==> config.mk <==
export PLATFORM = sky130hd
export DESIGN_NAME = dram_arbiter
export DESIGN_NICKNAME = d
export VERILOG_FILES = /design/src/rtl/dram_arbiter_pkg.sv /design/src/rtl/rr_arbiter.sv /design/src/rtl/dram_arbiter.sv
export SDC_FILE = /design/constraint.sdc
export NUM_CORES = 1
export LEC_CHECK = 0
export BUFFER_PORTS_ARGS = -buffer_cell sky130_fd_sc_hd__buf_2
export CAP_MARGIN = 20
export CORE_MARGIN = 2
export CORE_UTILIZATION = 44
export CTS_BUF_LIST = sky130_fd_sc_hd__clkbuf_8
export CTS_CLUSTER_SIZE = 12
export DETAILED_ROUTE_END_ITERATION = 8
export PLACE_DENSITY = 0.83
export SETUP_SLACK_MARGIN = 0.15
export SYNTH_ARGS = -nofsm -noshare
export SYNTH_HDL_FRONTEND = slang
export SYNTH_SLANG_ARGS = --single-unit
==> constraint.sdc <==
create_clock -name clk -period 1.9 [get_ports clk]
set_input_delay 0.095 -clock clk [delete_from_list [all_inputs] [get_ports clk]]
set_output_delay 0.095 -clock clk [all_outputs]
set_load 0.01 [all_outputs]
==> src/rtl/dram_arbiter_pkg.sv <==
// Shared definitions for the DRAM arbiter slice: sequencer state encoding
// and the default DRAM geometry used by the core memory interface.
package dram_arbiter_pkg;

    localparam int DEFAULT_ADDR_W = 16;
    localparam int DEFAULT_DATA_W = 16;

    typedef enum logic [1:0] {
        IDLE    = 2'd0,
        ACCESS  = 2'd1,
        RD_WAIT = 2'd2,
        DONE    = 2'd3
    } arb_state_t;

endpackage

==> src/rtl/rr_arbiter.sv <==
// Round-robin grant selection: scans upward from last_grant+1 (wrapping) and
// remembers the winner whenever a grant is taken.
module rr_arbiter #(
    parameter int NUM_CORES = 4,
    localparam int IDX_W = $clog2(NUM_CORES)
) (
    input  logic                 clk,
    input  logic                 rst,
    input  logic [NUM_CORES-1:0] req,
    input  logic                 grant_en,
    output logic [NUM_CORES-1:0] grant,
    output logic [IDX_W-1:0]     grant_idx,
    output logic [IDX_W-1:0]     last_grant
);

    logic found;

    always_comb begin
        logic [IDX_W-1:0] cand;
        found     = 1'b0;
        grant_idx = last_grant;
        cand      = '0;
        // Offsets 1..NUM_CORES, so the previous winner is considered last.
        for (int k = 1; k <= NUM_CORES; k++) begin
            cand = IDX_W'((int'(last_grant) + k) % NUM_CORES);
            if (!found && req[cand]) begin
                found     = 1'b1;
                grant_idx = cand;
            end
        end
    end

    for (genvar gi = 0; gi < NUM_CORES; gi++) begin : g_onehot
        assign grant[gi] = found && (grant_idx == IDX_W'(gi));
    end

    always_ff @(posedge clk) begin
        if (rst) begin
            last_grant <= IDX_W'(NUM_CORES - 1);
        end else if (grant_en && found) begin
            last_grant <= grant_idx;
        end
    end

endmodule

==> src/rtl/dram_arbiter.sv <==
// Serialises NUM_CORES core memory ports onto one single-port DRAM with a
// registered read; one transaction in flight, round-robin between cores.
module dram_arbiter
    import dram_arbiter_pkg::*;
#(
    parameter int NUM_CORES = 4,
    parameter int ADDR_W    = DEFAULT_ADDR_W,
    parameter int DATA_W    = DEFAULT_DATA_W,
    localparam int IDX_W    = $clog2(NUM_CORES)
) (
    input  logic                        clk,
    input  logic                        rst,
    input  logic [NUM_CORES-1:0]        core_req,
    input  logic [NUM_CORES-1:0]        core_we,
    input  logic [NUM_CORES*ADDR_W-1:0] core_addr,
    input  logic [NUM_CORES*DATA_W-1:0] core_wdata,
    output logic [NUM_CORES-1:0]        core_done,
    output logic [DATA_W-1:0]           core_rdata,
    output logic                        busy,
    output logic [IDX_W-1:0]            grant_id,
    output logic                        mem_we,
    output logic [ADDR_W-1:0]           mem_addr,
    output logic [DATA_W-1:0]           mem_wdata,
    input  logic [DATA_W-1:0]           mem_rdata
);

    arb_state_t             state_reg;
    logic                   we_reg;
    logic [ADDR_W-1:0]      addr_reg;
    logic [DATA_W-1:0]      wdata_reg;
    logic [NUM_CORES-1:0]   granted_reg;

    logic [NUM_CORES-1:0]   arb_grant;
    logic [IDX_W-1:0]       arb_idx;
    logic [IDX_W-1:0]       last_grant;
    logic                   grant_en;

    // Requests are only looked at while idle; mid-transaction changes are ignored.
    assign grant_en = (state_reg == IDLE) && (|core_req);

    rr_arbiter #(
        .NUM_CORES (NUM_CORES)
    ) u_rr_arbiter (
        .clk        (clk),
        .rst        (rst),
        .req        (core_req),
        .grant_en   (grant_en),
        .grant      (arb_grant),
        .grant_idx  (arb_idx),
        .last_grant (last_grant)
    );

    assign grant_id  = last_grant;
    assign busy      = (state_reg != IDLE);
    assign mem_addr  = addr_reg;
    assign mem_wdata = wdata_reg;
    // The write strobe must be confined to ACCESS so the DRAM writes exactly once.
    assign mem_we    = we_reg && (state_reg == ACCESS);

    always_ff @(posedge clk) begin
        if (rst) begin
            state_reg   <= IDLE;
            core_done   <= '0;
            core_rdata  <= '0;
            we_reg      <= 1'b0;
            addr_reg    <= '0;
            wdata_reg   <= '0;
            granted_reg <= '0;
        end else begin
            core_done <= '0;
            case (state_reg)
                IDLE: begin
                    if (grant_en) begin
                        we_reg      <= core_we[arb_idx];
                        addr_reg    <= core_addr[arb_idx*ADDR_W +: ADDR_W];
                        wdata_reg   <= core_wdata[arb_idx*DATA_W +: DATA_W];
                        granted_reg <= arb_grant;
                        state_reg   <= ACCESS;
                    end
                end
                ACCESS: begin
                    if (we_reg) begin
                        core_done <= granted_reg;
                        state_reg <= DONE;
                    end else begin
                        state_reg <= RD_WAIT;
                    end
                end
                RD_WAIT: begin
                    core_rdata <= mem_rdata;
                    core_done  <= granted_reg;
                    state_reg  <= DONE;
                end
                DONE: begin
                    state_reg <= IDLE;
                end
                default: begin
                    state_reg <= IDLE;
                end
            endcase
        end
    end

endmodule

# Word level (Yosys, flattened, before mapping)
# Index checks and enable logic that the tools add are counted.
[word_totals] register_bits=61 inputBits=154 output_inout_bits=56 word_cells=67
[op_classes] add_sub_neg=4 order_cmp=5 n_eq_ne=7 n_shift=2 muxes=23 reduce_logical=18
[op_table] operator="64-bit by 7-bit indexed part select with 16-bit output" n=2
[op_table] operator="2-bit by 3-bit < comparator with 1-bit output (second input constant)" n=5
[op_table] operator="1-bit binary-select mux with 2-bit select" n=5
[op_table] operator="1-bit logical AND" n=10
[op_table] operator="1-bit 2-to-1 mux" n=10
[op_table] operator="2-bit 2-to-1 mux" n=5
[op_table] operator="2-bit == test (second input constant)" n=4
[op_table] operator="2-bit case mux with 4 select lines" n=1
[op_table] operator="4-bit case mux with 2 select lines" n=1
[op_table] operator="2-bit by 1-bit adder with 2-bit output (second input constant)" n=2
[op_table] operator="2-bit adder (second input constant)" n=2
[op_table] operator="2-bit by 1-bit == test with 1-bit output (second input constant)" n=2
[op_table] operator="2-bit zero test" n=2
[op_table] operator="4-bit 2-to-1 mux" n=1
[op_table] operator="4-bit OR reduction" n=1
[op_table] operator="1-bit zero test" n=3
[op_table] operator="2-bit by 1-bit inequality test with 1-bit output (second input constant)" n=1
[op_table] operator="2-bit AND reduction" n=1
[op_table] operator="2-bit nonzero test" n=1

# Depth between registers and ports, before layout
# Gate-level depths: netlist (run 1).
[depth] depth_word=15 ltp_mapped=8 mapped_depth_nobuf=6

# Modules after synthesis
# Synthesis (run 1) repeated with hierarchy kept, for this count alone.
[unflattened] cells_unflattened=246 hier_area_um2=3079.2
[modules_own_cells] mod="dram_arbiter" n_inst=1 cells_each=211 area_per_inst_um2=2798.9 seq_area_each_um2=1181.1
[modules_own_cells] mod="rr_arbiter" n_inst=1 cells_each=35 area_per_inst_um2=280.3 seq_area_each_um2=40.0

# Worst setup path before layout (run 1)
# No wires, ideal clock.
[synth_path] path_type="flip-flop to flip-flop" start="reg u_rr_arbiter.last_grant[1]" end="reg addr_reg[0], in the netlist mem_addr[0]" setup_time_ps=128 arrival_ps=1662 required_time_ps=1772 path_slack_ps=110 stages_incl_launch_ff=9 path_buffers=3 period_less_slack_ps=1790 cell_sequence="dfxtp_1 > buf_6 > mux2i_1 > nor2_1 > a311oi_2 > buf_6 > buf_8 > mux2i_1 > o221ai_2"
[synth_via] elab_chain_len=14 elab_cells_between_ends=26 cone_classes="add/sub (4); shift (1); mux (15); reduce/logical (6)"
[synth_lines] element="from (decl)" line="rr_arbiter.sv:13" text="output logic [IDX_W-1:0] last_grant"
[synth_lines] element="from (signal assigned)" line="rr_arbiter.sv:39" text="last_grant <= IDX_W'(NUM_CORES - 1);"
[synth_lines] element="from (signal assigned)" line="rr_arbiter.sv:41" text="last_grant <= grant_idx;"
[synth_lines] element="2-bit by 1-bit adder with 2-bit output" line="rr_arbiter.sv:25" text="cand = IDX_W'((int'(last_grant) + k) % NUM_CORES);"
[synth_lines] element="1-bit binary-select mux with 2-bit select" line="rr_arbiter.sv:26" text="if (!found && req[cand]) begin"
[synth_lines] element="1-bit 2-to-1 mux (not written as such)" line="rr_arbiter.sv:26"
[synth_lines] element="1-bit 2-to-1 mux" line="rr_arbiter.sv:26"
[synth_lines] element="1-bit zero test" line="rr_arbiter.sv:26"
[synth_lines] element="1-bit logical AND" line="rr_arbiter.sv:26"
[synth_lines] element="1-bit 2-to-1 mux" line="rr_arbiter.sv:26"
[synth_lines] element="1-bit zero test" line="rr_arbiter.sv:26"
[synth_lines] element="1-bit logical AND" line="rr_arbiter.sv:26"
[synth_lines] element="1-bit 2-to-1 mux" line="rr_arbiter.sv:26"
[synth_lines] element="1-bit zero test" line="rr_arbiter.sv:26"
[synth_lines] element="1-bit logical AND" line="rr_arbiter.sv:26"
[synth_lines] element="2-bit 2-to-1 mux (*)" line="rr_arbiter.sv:26"
[synth_lines] element="64-bit by 7-bit indexed part select with 16-bit output (*)" line="dram_arbiter.sv:75" text="addr_reg <= core_addr[arb_idx*ADDR_W +: ADDR_W];"
[synth_lines] element="to (signal assigned)" line="dram_arbiter.sv:75"
[synth_lines] element="to (decl)" line="dram_arbiter.sv:29" text="logic [ADDR_W-1:0] addr_reg;"
# Mark *: on every way between the ends. The rest lies on a longest branch, timed or not. The select of a mux whose other input is x is not followed.
# A chain may end at the register's enable or synchronous reset.

# Final worst setup path (run 1)
[layout_path] start="reg u_rr_arbiter.last_grant[1]" end="reg addr_reg[11], in the netlist mem_addr[11]"
# The elaborated chain is that of the path after synthesis.

==> results.py, run 1 <==
metrics = {
    "status": {
        "status": "finished clean",
    },
    "drt": {
        "vias": 3185,
        "ant_nets": 0,
        "dr.pass1.iters": 4,
        "wl_per_cell_um": 15.2,
        "first_iter_violations": 83,
        "drt-total-wl_um": 9490,
        "drc": 0,
        "viasPerCell": 5.10,
    },
    "cts": {
        "numClockSinks": 61,
        "htreeDepth": 3,
        "root_buffer": "clkbuf_8",
        "path_clk_slew_ns": 0.07,
        "ctsLongestPathBuffers": 2,
        "cts_tree": "done",
        "insertion_delay_ns": 0.32,
        "cts_buffers": 9,
    },
    "place": {
        "place_ws_ns": 0.119,
        "dpl.hpwl_um": 6990,
        "gp_congestion": 0.826,
        "io_buffers": 209,
    },
    "power": {
        "p_leak_nw": 2.36,
        "peakVddDrop_v": 0.000727,
        "p_per_area_nw_per_um2": 1360,
    },
    "worst_setup_path": {
        "arrival_ns": 1.97,
        "end_kind": "flip-flop",
        "rr_startpoint": "u_rr_arbiter.last_grant[1]",
        "setup.worst_path.start_class": "flip-flop",
        "rr_endpoint": "mem_addr[11]",
        "crit_path_max_fanout": 11,
        "rr_worst_depth": 7,
        "reg2reg_slack_ns": 0.13,
        "path_class": "flip-flop to flip-flop",
        "worst-endpoint-required_ns": 2.11,
    },
    "floorplanning": {
        "placementRows": 31,
        "io_pins": 210,
        "start_util": 0.454,
        "core_area_um2": 7210,
        "die_y_um": 90.3,
        "chipWidth_um": 90.3,
        "dieArea_um2": 8150,
    },
    "yosys": {
        "yosysSeqAreaShare": 0.373,
        "synth.distinct_cells": 31,
        "synth.top_cell.area_share": 0.373,
        "ys_ff_latch": 61,
        "synthArstFlopShare": 0,
        "synth_area_per_cell_um2": 10.7,
        "yosysWarnings": 0,
        "synth_top_area_cell": "dfxtp_1",
        "syn-cell-area_um2": 3270,
        "synth_cells": 305,
        "synth_area_leaders": "dfxtp_1 37%, mux2i_1 25%, o221ai_2 14%",
        "synth_nets": 462,
        "synth-main-ff-cell": "dfxtp_1",
        "synth_edf_count": 0,
    },
    "global_routing": {
        "overflow": 0,
        "grt_pass1_wl_um": 14800,
        "first_global_vias": 3377,
        "grt_usage": 0.222,
        "grt_max_degree": 28,
        "antenna_found_initial": 0,
    },
    "final_layout": {
        "fin_nets": 677,
        "final_common_cell": "buf_2",
        "diodes": 0,
        "layout-drive-gt1-share": 0.596,
        "mostFrequentLayoutCells": "209 x buf_2, 60 x dfxtp_1, 48 x mux2i_1",
        "area_growth_pct": 51.9,
    },
    "sta": {
        "tns_ns": 0,
        "slew_viol_final": 0,
        "post-route-worst-setup-slack_ns": 0.135,
        "tightest_slew_ns": 0.456,
        "hold_viol": 0,
        "final-setup-viol-count": 0,
        "skew_ns": 0.00704,
        "max_slew_margin": 0.696,
        "rsz0062_at_grt": "true",
        "fin_crit_sh": 0.929,
        "fmax_mhz": 566,
        "period_minus_slack_ns": 1.77,
    },
    "hold_path": {
        "min_to": "core_rdata[6]",
        "hp-start": "mem_rdata[6]",
        "holdPathStages": 3,
        "hold_path.class": "input pin to flip-flop",
    },
    "job": {
        "maxCapViolCount": 0,
    },
}
-- routing by layer --
metal | track usage | share of wire | up-vias
li1 | - | - | 1548
met4 | 0.105 | 0.020 | 0
met2 | 0.403 | 0.52 | 151
met3 | 0.0492 | 0.064 | 18
met5 | 0 | 0 | -
met1 | 0.245 | 0.40 | 1468
-- kinds of logic after synthesis --
logic type	count (synthesis)	share of synthesized area
AND/OR/NAND/NOR	82	0.110
AO/OA/AOI/OAI	47	0.178
multiplexers	83	0.254
flip-flops	61	0.373
adder cells (fa/ha/maj)	3	0.0115
buffers and inverters	29	0.0737
-- stage by stage --
stage / utilization / total power, W / instance area [um2] / hold WS, ns / instances
2_1_floorplan: - / 0.00403 / 3280 / 0.242 / 305
3_3_place_gp: 0.613 / 0.00472 / 4420 / 0.337 / 605
3_5_place_dp: 0.613 / 0.00484 / 4420 / 0.346 / 605
4_1_cts: 0.654 / 0.00640 / 4720 / 0.00344 / 622
5_1_grt: 0.689 / 0.00713 / 4970 / 0.0197 / 624
6_report: 0.689 / 0.00677 / 4970 / 0.0140 / 624
-- worst max-delay path, stage by stage (launching register included) --
cell and delay (ns):
dfxtp_2 0.35, mux2i_1 0.20, nor2_1 0.08, a311oi_4 0.26, buf_6 0.19, buf_12 0.17
mux2i_1 0.27, o221ai_2 0.12
-- what timing repair did --
| item | CTS | global route |
|---|---|---|
| resized for setup | 6 | 43 |
| hold endpoints to repair | 1 | 0 |
| gates cloned | 0 | 2 |
| pin swaps | 0 | 1 |
| buffers inserted | 0 | 0 |
| endpoints found under the setup margin | 15 | 34 |
| hold buffers | 1 | 0 |
-- worst max-delay path by stage --
stage	startpoint	end	slack [ns]	cells after the start
finish	u_rr_arbiter.last_grant[1]	mem_addr[11]	0.13	7
global route	u_rr_arbiter.last_grant[1]	mem_addr[10]	0.04	7
CTS	u_rr_arbiter.last_grant[1]	mem_addr[1]	0.12	7
detailed placement	u_rr_arbiter.last_grant[1]	mem_addr[13]	0.12	7
global placement	u_rr_arbiter.last_grant[1]	we_reg	0.17	7
floorplan	u_rr_arbiter.last_grant[1]	mem_addr[0]	0.16	8
-- area by class of cell --
| cell class | count | area [um2] |
|---|---|---|
| repair buffers | 229 | 1320 |
| inverters | 4 | 15.0 |
| multi-input cells | 215 | 2030 |
| well taps | 99 | 124 |
| clock buffers | 9 | 124 |
| clock inverters | 7 | 139 |
| fillers | 567 | 2240 |
| flip-flops and latches | 61 | 1220 |
-- report_power, final --
part | internal (W) | total, W | switching, W
clock | 0.000999 | 0.00151 | 0.000510
sequential | 0.00163 | 0.00183 | 0.000194
combinational | 0.00175 | 0.00343 | 0.00168
total | 0.00438 | 0.00677 | 0.00238
-- cells in the mapped netlist, types with 2 or more instances --
cell      count
nand2_2       2
o221ai_1      2
o221ai_2     31
and2_1        5
nor2_1       25
buf_4         7
a22oi_1       2
dfxtp_1      61
buf_8         5
buf_12        2
inv_1         4
mux2i_1      83
nand2_1      38
buf_6         2
ha_1          3
a21oi_1       6
buf_2         2
clkbuf_1      7
a211o_1       2
nand2b_1      5
Note: power is estimated with default switching activity, not from simulation.
==> run 2: changes to the inputs <==
--- a/config.mk
+++ b/config.mk
@@ -8,11 +8,10 @@
 export BUFFER_PORTS_ARGS = -buffer_cell sky130_fd_sc_hd__buf_2
 export CAP_MARGIN = 20
 export CORE_MARGIN = 2
-export CORE_UTILIZATION = 44
-export CTS_BUF_LIST = sky130_fd_sc_hd__clkbuf_8
+export CORE_UTILIZATION = 43
 export CTS_CLUSTER_SIZE = 12
 export DETAILED_ROUTE_END_ITERATION = 8
-export PLACE_DENSITY = 0.83
+export PLACE_DENSITY = 0.81
 export SETUP_SLACK_MARGIN = 0.15
 export SYNTH_ARGS = -nofsm -noshare
 export SYNTH_HDL_FRONTEND = slang
==> run 2 against run 1 <==
Against the previous run:
- die area is 2.2% higher
- sequential power is essentially flat
- flip-flop and latch count unchanged
- power up 0.96%
- sequential share of layout area is 1.1 points lower
- cell count grew 2.6%
- clock-buffer cell count rose by 3
==> results.py, run 2 (synthesis gave the netlist of run 1 again) <==
metrics = {
    "cts": {
        "path_clk_slew_ns": 0.06,
        "numClockSinks": 61,
        "ctsLongestPathBuffers": 2,
        "htreeDepth": 3,
        "cts_buffers": 9,
        "insertion_delay_ns": 0.34,
        "root_buffer": "clkbuf_8",
        "cts_tree": "done",
    },
    "worst_setup_path": {
        "path_class": "flip-flop to flip-flop",
        "crit_path_max_fanout": 6,
        "rr_worst_depth": 7,
        "worstSetupStartpoint": "u_rr_arbiter.last_grant[1]",
        "arrival_ns": 2.04,
        "rr_startpoint": "u_rr_arbiter.last_grant[1]",
        "setup.worst_path.start_class": "flip-flop",
        "worst-endpoint-required_ns": 2.10,
        "end_kind": "flip-flop",
    },
    "global_routing": {
        "antenna_found_initial": 0,
        "grt_usage": 0.228,
        "overflow": 0,
        "grt_max_degree": 23,
        "first_global_vias": 3336,
        "grt_pass1_wl_um": 15200,
    },
    "sta": {
        "skew_ns": 0.0109,
        "fin_hold_ws_ns": 0.0100,
        "slew_viol_final": 0,
        "period_minus_slack_ns": 1.84,
        "rsz0062_at_grt": "true",
        "tightest_slew_ns": 0.442,
        "fmax_mhz": 545,
        "final-setup-viol-count": 0,
        "hold_viol": 0,
        "post-route-worst-setup-slack_ns": 0.0642,
        "fin_crit_sh": 0.966,
        "max_slew_margin": 0.703,
    },
    "final_layout": {
        "area_growth_pct": 59.0,
        "fin_area_um2": 5210,
        "fin_nets": 693,
        "fin_util": 0.710,
        "diodes": 0,
        "fill_cells": 545,
        "mostFrequentLayoutCells": "209 x buf_2, 60 x dfxtp_1, 57 x mux2i_1",
        "final_common_cell": "buf_2",
        "layout-drive-gt1-share": 0.584,
    },
    "floorplanning": {
        "chipWidth_um": 91.3,
        "dieArea_um2": 8330,
        "start_util": 0.447,
        "core_area_um2": 7330,
        "placementRows": 31,
        "die_y_um": 91.3,
        "io_pins": 210,
    },
    "power": {
        "peakVddDrop_v": 0.000596,
        "p_leak_nw": 2.50,
        "p_per_area_nw_per_um2": 1310,
    },
    "drt": {
        "viasPerCell": 5.08,
        "dr.pass1.iters": 4,
        "first_iter_violations": 50,
        "drc": 0,
        "wl_per_cell_um": 15.7,
        "drt-total-wl_um": 10000,
        "ant_nets": 0,
        "vias": 3253,
    },
    "status": {
        "status": "finished clean",
    },
    "hold_path": {
        "hp-start": "mem_rdata[14]",
        "hold_path.class": "input pin to flip-flop",
        "holdPathStages": 3,
    },
    "place": {
        "place_area_um2": 4430,
        "io_buffers": 209,
        "place_ws_ns": -0.0698,
        "gp_congestion": 0.819,
        "dpl.hpwl_um": 7070,
    },
    "job": {
        "maxCapViolCount": 0,
    },
}
[run 2: changes by cell type in the layout (fill, tap and decap cells not counted), moves of 2 or more]
| cell | change |
|---|---|
| mux2i_2 | -14 |
| buf_6 | +2 |
| nand2_4 | +2 |
| bufinv_16 | -3 |
| dlygate4sd3_1 | +6 |
| buf_4 | +2 |
| clkbuf_16 | +3 |
| clkbuf_1 | +2 |
| mux2i_1 | +9 |
| clkinv_2 | +2 |
| buf_16 | +3 |
| mux2i_4 | +5 |
| nand2_2 | -2 |
[run 2: layout make-up]
| class | count | area (um2) | area share |
|---|---|---|---|
| Clock buffer | 12 | 145 | 0.0279 |
| Clock inverter | 4 | 47.5 | 0.00913 |
| Inverter | 4 | 15.0 | 0.00288 |
| Multi-Input combinational cell | 215 | 2070 | 0.398 |
| Sequential cell | 61 | 1220 | 0.235 |
| Tap cell | 99 | 124 | 0.0238 |
| Timing Repair Buffer | 245 | 1580 | 0.303 |
[run 2: critical path: stages (launching register included)]
cell      delay [ns]
dfxtp_4         0.36
mux2i_1         0.20
nor2_1          0.09
a311oi_4        0.31
buf_6           0.22
buf_12          0.17
mux2i_1         0.23
o221ai_2        0.12
[run 2: timing repair]
action / CTS / global route
hold buffers: 7 / 0
cloned: 3 / 5
setup endpoints to repair: 34 / 35
hold endpoints to repair: 7 / 0
resized for setup: 18 / 37
pin swaps: 3 / 10
setup buffers: 4 / 0
[run 2: per-stage QoR]
| step | std cells | power (W) | setup TNS (ns) |
|---|---|---|---|
| floorplan | 305 | 0.00403 | 0 |
| global route | 640 | 0.00722 | 0 |
| CTS | 635 | 0.00636 | 0 |
| global placement | 605 | 0.00472 | 0 |
| finish | 640 | 0.00683 | 0 |
| detailed placement | 605 | 0.00485 | -0.559 |
[run 2: per-layer routing]
metal  GRT usage  share of wire
met5           0              0
met4      0.0922          0.025
met3      0.0598          0.072
met2       0.427           0.52
met1       0.242           0.38
[run 2: path summary, 6_finish.rpt]
path / endpoint / slack (ns)
hold / removal: core_rdata[14] / 0.01
setup reg to reg: mem_addr[0] / 0.06
hold reg to reg: granted_reg[1] / 0.45
setup / recovery: mem_addr[0] / 0.06
[run 2: report_power, final]
| group | switching [W] | leakage, nW | internal [W] | total (W) |
|---|---|---|---|---|
| Sequential | 0.000193 | 0.501 | 0.00164 | 0.00183 |
| Clock | 0.000494 | 0.0964 | 0.000638 | 0.00113 |
| Combinational | 0.00181 | 1.90 | 0.00205 | 0.00387 |
